[src/rtl/alu_op_sequencer.sv]
//-----------------------------------------------------------------------------
// alu_op_sequencer
//
// Control stage that sits directly in front of the 16:1 ALU result mux.
// It takes one operation at a time (opcode plus two operands) over a
// valid/ready request port and registers the operands and the mux select
// into the datapath. It then waits SETTLE cycles for the ALU to settle,
// captures the mux output together with zero/negative flags, and holds the
// result on a valid/ready response port until the consumer takes it.
//
// Parameters:
//   WIDTH  - operand/result width; must match the mux data width.
//   SEL_W  - select-line width (2**SEL_W mux inputs).
//   SETTLE - cycles from driving operands/select to capturing alu_y (1..15).
//
// Ports:
//   clk, reset          - rising-edge clock, synchronous active-high reset
//   req_valid/req_ready - request handshake (req_ready only in IDLE)
//   req_op/req_a/req_b  - opcode and operands of the request
//   req_use_acc         - (ALU_SEQ_ACCUMULATE_EN only) take A from accumulator
//   alu_a/alu_b         - registered operands to the ALU units
//   selectLine          - registered mux select
//   alu_y               - mux output from the ALU datapath
//   rsp_valid/rsp_ready - response handshake
//   rsp_result          - captured result
//   rsp_zero/rsp_neg    - result == 0 / result sign bit
//   busy                - an operation is in flight (state != IDLE)
//
// Optional feature (macro ALU_SEQ_ACCUMULATE_EN):
//   Adds req_use_acc and an accumulator loaded with each retired result, so
//   chained operations can take operand A from the previous result.
//-----------------------------------------------------------------------------
module alu_op_sequencer #(
   parameter int WIDTH  = 8,
   parameter int SEL_W  = 4,
   parameter int SETTLE = 1
) (
   input  logic             clk,
   input  logic             reset,
   input  logic             req_valid,
   output logic             req_ready,
   input  logic [SEL_W-1:0] req_op,
   input  logic [WIDTH-1:0] req_a,
   input  logic [WIDTH-1:0] req_b,
`ifdef ALU_SEQ_ACCUMULATE_EN
   input  logic             req_use_acc,
`endif
   output logic [WIDTH-1:0] alu_a,
   output logic [WIDTH-1:0] alu_b,
   output logic [SEL_W-1:0] selectLine,
   input  logic [WIDTH-1:0] alu_y,
   output logic             rsp_valid,
   input  logic             rsp_ready,
   output logic [WIDTH-1:0] rsp_result,
   output logic             rsp_zero,
   output logic             rsp_neg,
   output logic             busy
);

   // Illegal settle times are rejected at elaboration rather than silently
   // producing a zero-width or wrapping counter.
   generate
      if (SETTLE < 1 || SETTLE > 15) begin : g_bad_settle
         $error("alu_op_sequencer: SETTLE must be in the range 1..15");
      end
   endgenerate

   // Counter is wide enough to hold SETTLE itself, so the final increment on
   // the capture edge never wraps.
   localparam int CNT_W = (SETTLE < 1) ? 1 : $clog2(SETTLE + 1);
   localparam logic [CNT_W-1:0] LAST_CNT = CNT_W'(SETTLE - 1);

   typedef enum logic [1:0] {
      S_IDLE = 2'd0,
      S_EXEC = 2'd1,
      S_DONE = 2'd2
   } state_t;

   state_t           r_state;
   logic [CNT_W-1:0] r_count;
   logic [WIDTH-1:0] w_a_next;

`ifdef ALU_SEQ_ACCUMULATE_EN
   logic [WIDTH-1:0] r_acc;

   assign w_a_next = req_use_acc ? r_acc : req_a;
`else
   assign w_a_next = req_a;
`endif

   // Ready is combinational from the registered state so a new request can be
   // taken in the first cycle after reset; it is masked while reset is high.
   assign req_ready = (r_state == S_IDLE) && !reset;
   assign busy      = (r_state != S_IDLE);

   // NOTE: every register here, outputs included, is assigned with <= so all
   // of them update together on the edge; a blocking = would let later
   // statements see the new value within the same edge.
   always_ff @(posedge clk) begin
      if (reset) begin
         r_state    <= S_IDLE;
         r_count    <= '0;
         alu_a      <= '0;
         alu_b      <= '0;
         selectLine <= '0;
         rsp_result <= '0;
         rsp_valid  <= 1'b0;
         rsp_zero   <= 1'b0;
         rsp_neg    <= 1'b0;
`ifdef ALU_SEQ_ACCUMULATE_EN
         r_acc      <= '0;
`endif
      end else begin
         case (r_state)
            S_IDLE: begin
               // req_ready is 1 whenever we are here and reset is low.
               if (req_valid) begin
                  alu_a      <= w_a_next;
                  alu_b      <= req_b;
                  selectLine <= req_op;
                  r_count    <= '0;
                  r_state    <= S_EXEC;
               end
            end

            S_EXEC: begin
               r_count <= r_count + CNT_W'(1);
               // Operands and select have been stable for SETTLE edges when the
               // count reaches SETTLE-1, so alu_y is sampled on this edge.
               if (r_count == LAST_CNT) begin
                  rsp_result <= alu_y;
                  rsp_zero   <= (alu_y == '0);
                  rsp_neg    <= alu_y[WIDTH-1];
                  rsp_valid  <= 1'b1;
                  r_state    <= S_DONE;
               end
            end

            S_DONE: begin
               // Response is held unchanged for as long as the consumer stalls.
               if (rsp_valid && rsp_ready) begin
                  rsp_valid <= 1'b0;
                  r_state   <= S_IDLE;
`ifdef ALU_SEQ_ACCUMULATE_EN
                  r_acc     <= rsp_result;
`endif
               end
            end

            default: begin
               r_state <= S_IDLE;
            end
         endcase
      end
   end

endmodule

[config.mk]
export PLATFORM = sky130hd
export DESIGN_NAME = alu_op_sequencer
export DESIGN_NICKNAME = d
export VERILOG_FILES = /design/src/rtl/alu_op_sequencer.sv
export SDC_FILE = /design/constraint.sdc
export NUM_CORES = 1
export LEC_CHECK = 0
export ABC_CLOCK_PERIOD_IN_PS = 2260
export BUFFER_PORTS_ARGS = -buffer_cell sky130_fd_sc_hd__buf_2
export CORE_AREA = 2 2 50 63
export DETAILED_ROUTE_END_ITERATION = 8
export DIE_AREA = 0 0 52 65
export PLACE_DENSITY = 0.79
export SETUP_SLACK_MARGIN = 0.02
export SYNTH_ARGS = -nofsm -noshare
export SYNTH_HDL_FRONTEND = slang
export SYNTH_SLANG_ARGS = --single-unit
[constraint.sdc]
create_clock -name clk -period 2.26 [get_ports clk]
set_input_delay 0.226 -clock clk [delete_from_list [all_inputs] [get_ports clk]]
set_output_delay 0.226 -clock clk [all_outputs]
set_load 0.005 [all_outputs]
== Word level (Yosys, flattened, before mapping) ==
Cells that the tools add are included.
Widths: inputs -> output; s select.

* Reductions and logical operators: 13
* $lt $le $gt $ge: 0
* Mux-type cells: 9
* Shift-type cells: 0
* Bitwise operators: 1
* Equal/unequal tests: 5
* Div/mod/pow operators: 0
* $add $sub $neg: 1
* Multipliers: 0

{| class="wikitable"
|+ Operators by type and width
! cell !! count
|-
| $logic_not 8->1 || 1
|-
| $mux 2 || 3
|-
| $ne 2x2->1 const B || 3
|-
| $pmux 2 s3 || 1
|-
| $reduce_and 2->1 || 3
|-
| $reduce_and 3->1 || 2
|-
| $reduce_bool 2->1 || 3
|-
| $pmux 1 s2 || 2
|-
| $mux 1 || 3
|-
| $eq 2x1->1 const B || 1
|-
| $eq 2x2->1 const B || 1
|-
| $logic_and 1x1->1 || 2
|-
| $logic_not 2->1 || 1
|-
| $add 1x1->1 const B || 1
|-
| $logic_not 1->1 || 1
|-
| $not 1->1 || 1
|}

* Logic and storage cells: 38
* Register bits after elaboration: 34
* Bits in latches: 0
* Memory bits (read-only): 0
* Output and inout bits: 33
* Memories kept: 0
* Input bits: 32
* Bits in writable memories: 0

== Logic depth before layout (Yosys ltp) ==
* Depth after elaboration: 3
* Mapped depth: 5
* Depth with buffers taken out: 3

== Worst setup path after synthesis ==
OpenSTA, ideal clock, no wires.

* Path kind: reg-to-reg
* Start point: reg r_state[0]
* End point: reg alu_a[0]
* Setup time: 134 ps
* Path slack: 1078 ps
* Stages on the path, launching flop included: 6
* Clock period less this slack: 1182 ps
* Data required time: 2126 ps
* Data arrival time: 1048 ps
* Path buffers: 2
* Cells stage by stage: dfxtp_1 > buf_6 > or3b_4 > buf_6 > nand2_1 > a21oi_1

* Word-level cells in the longest chain between the ends: 2

{| class="wikitable"
|+ Ends and longest elaborated chain
! what !! RTL line !! source
|-
| start, declared || 79 || <nowiki>state_t r_state;</nowiki>
|-
| start signal, assigned || 101 || <nowiki>r_state <= S_IDLE;</nowiki>
|-
| start signal, assigned || 122 || <nowiki>r_state <= S_EXEC;</nowiki>
|-
| start signal, assigned || 135 || <nowiki>r_state <= S_DONE;</nowiki>
|-
| $logic_not 2->1 || 114 || <nowiki>case (r_state)</nowiki>
|-
| $reduce_and 2->1 (no line) || -- ||
|-
| end signal, assigned || 118 || <nowiki>alu_a <= w_a_next;</nowiki>
|-
| end, declared || 48 || <nowiki>output logic [WIDTH-1:0] alu_a,</nowiki>
|}

Every way passes these cells.
A chain may end at the register's enable or synchronous reset.

== Worst setup path in the final report ==
* Start point: reg r_state[1]
* End point: out req_ready

* Word-level cells in the longest chain between the ends: 2

{| class="wikitable"
|+ Ends and longest elaborated chain
! what !! RTL line !! source
|-
| $logic_not 2->1 || 93 || <nowiki>assign req_ready = (r_state == S_IDLE) && !reset;</nowiki>
|-
| $logic_and 1x1->1 || 93 ||
|-
| end, declared || 41 || <nowiki>output logic req_ready,</nowiki>
|}

Every way passes these cells.

==> metrics.txt <==
gpl congestion around 0.69; design area about 0.0016 mm^2; CTS root buf clkbuf_4; Critical Path Fanout Max 10; total track usage ~17%; largest net degree at the start of global routing 35; crit path kind register to output pin; r2r startpoint r_state[0]$_SDFFE_PP0P_; slowest cell delay on critical path between 0.4 and 0.5 ns; Flop pwr share between 50% and 60%; Setup crit end kind output pin; count of non-filler cells in the finished layout approximately 250; FF-to-FF setup slack roughly 0.87 ns; Hold-fix buffers, CTS 0; antenna violations before repair 0; top cell family by delay on the critical path flip-flops; pwr/cell area around 740 mW/mm^2; Routed Antenna Nets 0; Filler Cell Count 297; Setup-failing EPs final 0; Hold Crit Endpoint alu_a[2]$_SDFFE_PP0P_; Clock power frac between 30% and 40%; die height 65 um; Post-Synthesis Cells between 150 and 200; first-pass GRT wire length 4330 um; clk slew on worst S/H paths 0.09 ns; CP max-delay cell dfxtp_1; # diodes 0; Worst-Skew Late Latency 0.33 ns; CTS Sinks 33; cell taking the most area after synthesis dfxtp_1; crit path time final ~1.5 ns; IO Pins 65; Comb pwr share 15.0%; CP cell instances or2_2 > nor2_1 > buf_2; # Post-CTS Setup Buffers 0; setup_tns 0 ns; Synth Warn # 0; WHS Path Cells 3; die area 0.00338 mm^2; Synth Cell Area 0.00126 mm^2; input/output buffers 64; Mean Syn Cell Area about 8 um^2; # resized after CTS 0; clock buffer count from CTS 5; Area Overhead vs Synth 28.7%; CP bufs+invs 1; Max clock buf depth 2; drc violations 0; DR WL/cell between 10 and 15 um; Fin. Hold Viols 0; vias around 1.2k; DR pass1 iterations 4; Slew Viols, Final 0; Mapped Nets about 190; most frequent cells in the layout 64 x buf_2, 60 x nand2_1, 33 x dfxtp_1; DIE WIDTH approximately 52 um; htree depth 2; status completed; Slew @ Worst Pin 0.397 ns; worst hold start req_a[2]; Cells after DPL between 200 and 250; maxcap violations 0; top cell type's share of synthesized area between 50% and 60%; sw frac between 20% and 30%; post-synthesis cell type count 20; area of the core ~0.0028 mm^2; CTS tree yes; leakage around 0.76 nW; FMAX between 0.6 and 0.7 GHz; startpoint types register; post-DR vias/cell 4.73; Rel. slew slack between 70% and 80%; peak supply drop between 0.0004 and 0.0005 V; CP Data Arrival Time between 1 and 1.5 ns; Post-DP HPWL slightly below 2000 um; top cells by area, synth dfxtp_1 52%, nand2_1 18%, a21oi_1 12%, buf_6 4.5%, nor3b_4 1.5%; RSZ-0062 raised after global routing false; number of global-route vias before repair 988; dpl cell area 0.00155 mm^2; RR Endpoint rsp_result[1]$_SDFFE_PP0P_; internal power ~0.00089 W; Sw Pwr 0.000309 W; Tcrit/Tclk final about two thirds; fin nets around 250; post-synthesis sequential area ratio about 52%; layout cells sized above 1 between 30% and 40%; Routed Wire Length around 2700 um; total grt overflow 0; Setup Skew roughly 0.0048 ns; Seq cells post-synth 33; Critical Path RT 2.03 ns; Worst Hold Class input pin to register; most common cell after layout, fill and taps aside buf_2; r2r worst-path depth 3; Row Count 22; initial drt markers 12; Starting Density approximately 44%
==> logic make-up (layout without fill, tap and decap cells) <==
logic type,after synthesis,in the layout,synth area share (%)
AO/OA/AOI/OAI,34,34,14.1
buffers and inverters,12,74,7.04
flip-flops,33,33,52.4
multiplexers,1,1,0.794
AND/OR/NAND/NOR,73,73,25.7
==> worst max-delay path by stage <==
stage / slack [ns] / cells after the start / to / startpoint
floorplan: 1.08 / 5 / alu_a[0]$_SDFFE_PP0P_ / r_state[0]$_SDFFE_PP0P_
global placement: 0.92 / 3 / rsp_result[7]$_SDFFE_PP0P_ / r_state[0]$_SDFFE_PP0P_
detailed placement: 0.89 / 3 / rsp_result[7]$_SDFFE_PP0P_ / r_state[0]$_SDFFE_PP0P_
CTS: 0.75 / 3 / req_ready / r_state[1]$_SDFFE_PP0P_
global route: 0.65 / 3 / req_ready / r_state[1]$_SDFFE_PP0P_
finish: 0.78 / 3 / req_ready / r_state[1]$_SDFFE_PP0P_
==> worst reg2reg max path: cells and delay by family, from the launching register on <==
family          cells  cell delay (ns)
simple gates        2             0.72
flops               1             0.50
compound gates      1             0.06
==> synth_stat cells <==
cell and number:
nand2_1 60, dfxtp_1 33, a21oi_1 30, buf_6 5
clkbuf_1 4, nor2_1 3, a21oi_2 2, buf_2 2
nor4_1 2, o21ai_0 2, buf_4 1, mux2i_1 1
nand3_1 1, nand3b_1 1, nor3_1 1, nor3b_2 1
nor3b_4 1, or2_2 1, or3b_1 1, or3b_4 1
==> registers in the layout, summed over array words and instances (netlist names) <==
name and flops:
selectLine 4, rsp_result 8, r_count 1, r_state 2, alu_b 8, alu_a 8, rsp_zero 1, rsp_valid 1
==> stage by stage <==
stage          hold slack (ns)  total power [W]  util [%]  worst slack, ns
2_1_floorplan            0.362         0.000774         -             1.08
3_3_place_gp             0.440         0.000839      54.8            0.921
6_report                 0.123          0.00120      57.2            0.775
5_1_grt                 0.0937          0.00127      57.2            0.655
4_1_cts                  0.106          0.00121      57.2            0.747
3_5_place_dp             0.444         0.000844      54.8            0.890
==> power groups by stage <==
stage	registers (W)	clock network (W)	logic, W
floorplan	0.000657	0	0.000117
global placement	0.000659	0	0.000180
detailed placement	0.000661	0	0.000183
CTS	0.000648	0.000383	0.000183
global route	0.000654	0.000415	0.000203
finish	0.000647	0.000369	0.000180
==> area by class of cell <==
| cell class | count | area, um^2 | share of cell area, % |
|---|---|---|---|
| Timing Repair Buffer | 66 | 335 | 20.7 |
| Multi-Input combinational cell | 108 | 512 | 31.5 |
| Clock buffer | 7 | 65.1 | 4.01 |
| Clock inverter | 1 | 5.00 | 0.308 |
| Tap cell | 36 | 45.0 | 2.78 |
| Sequential cell | 33 | 661 | 40.7 |
==> routing by layer <==
layer | GRT usage (%) | wire [um]
met1 | 19.4 | 1240
met2 | 28.0 | 1200
met3 | 7.14 | 229
met4 | 8.88 | 56
met5 | 0 | 0
Power figures use the tool's default switching activity.
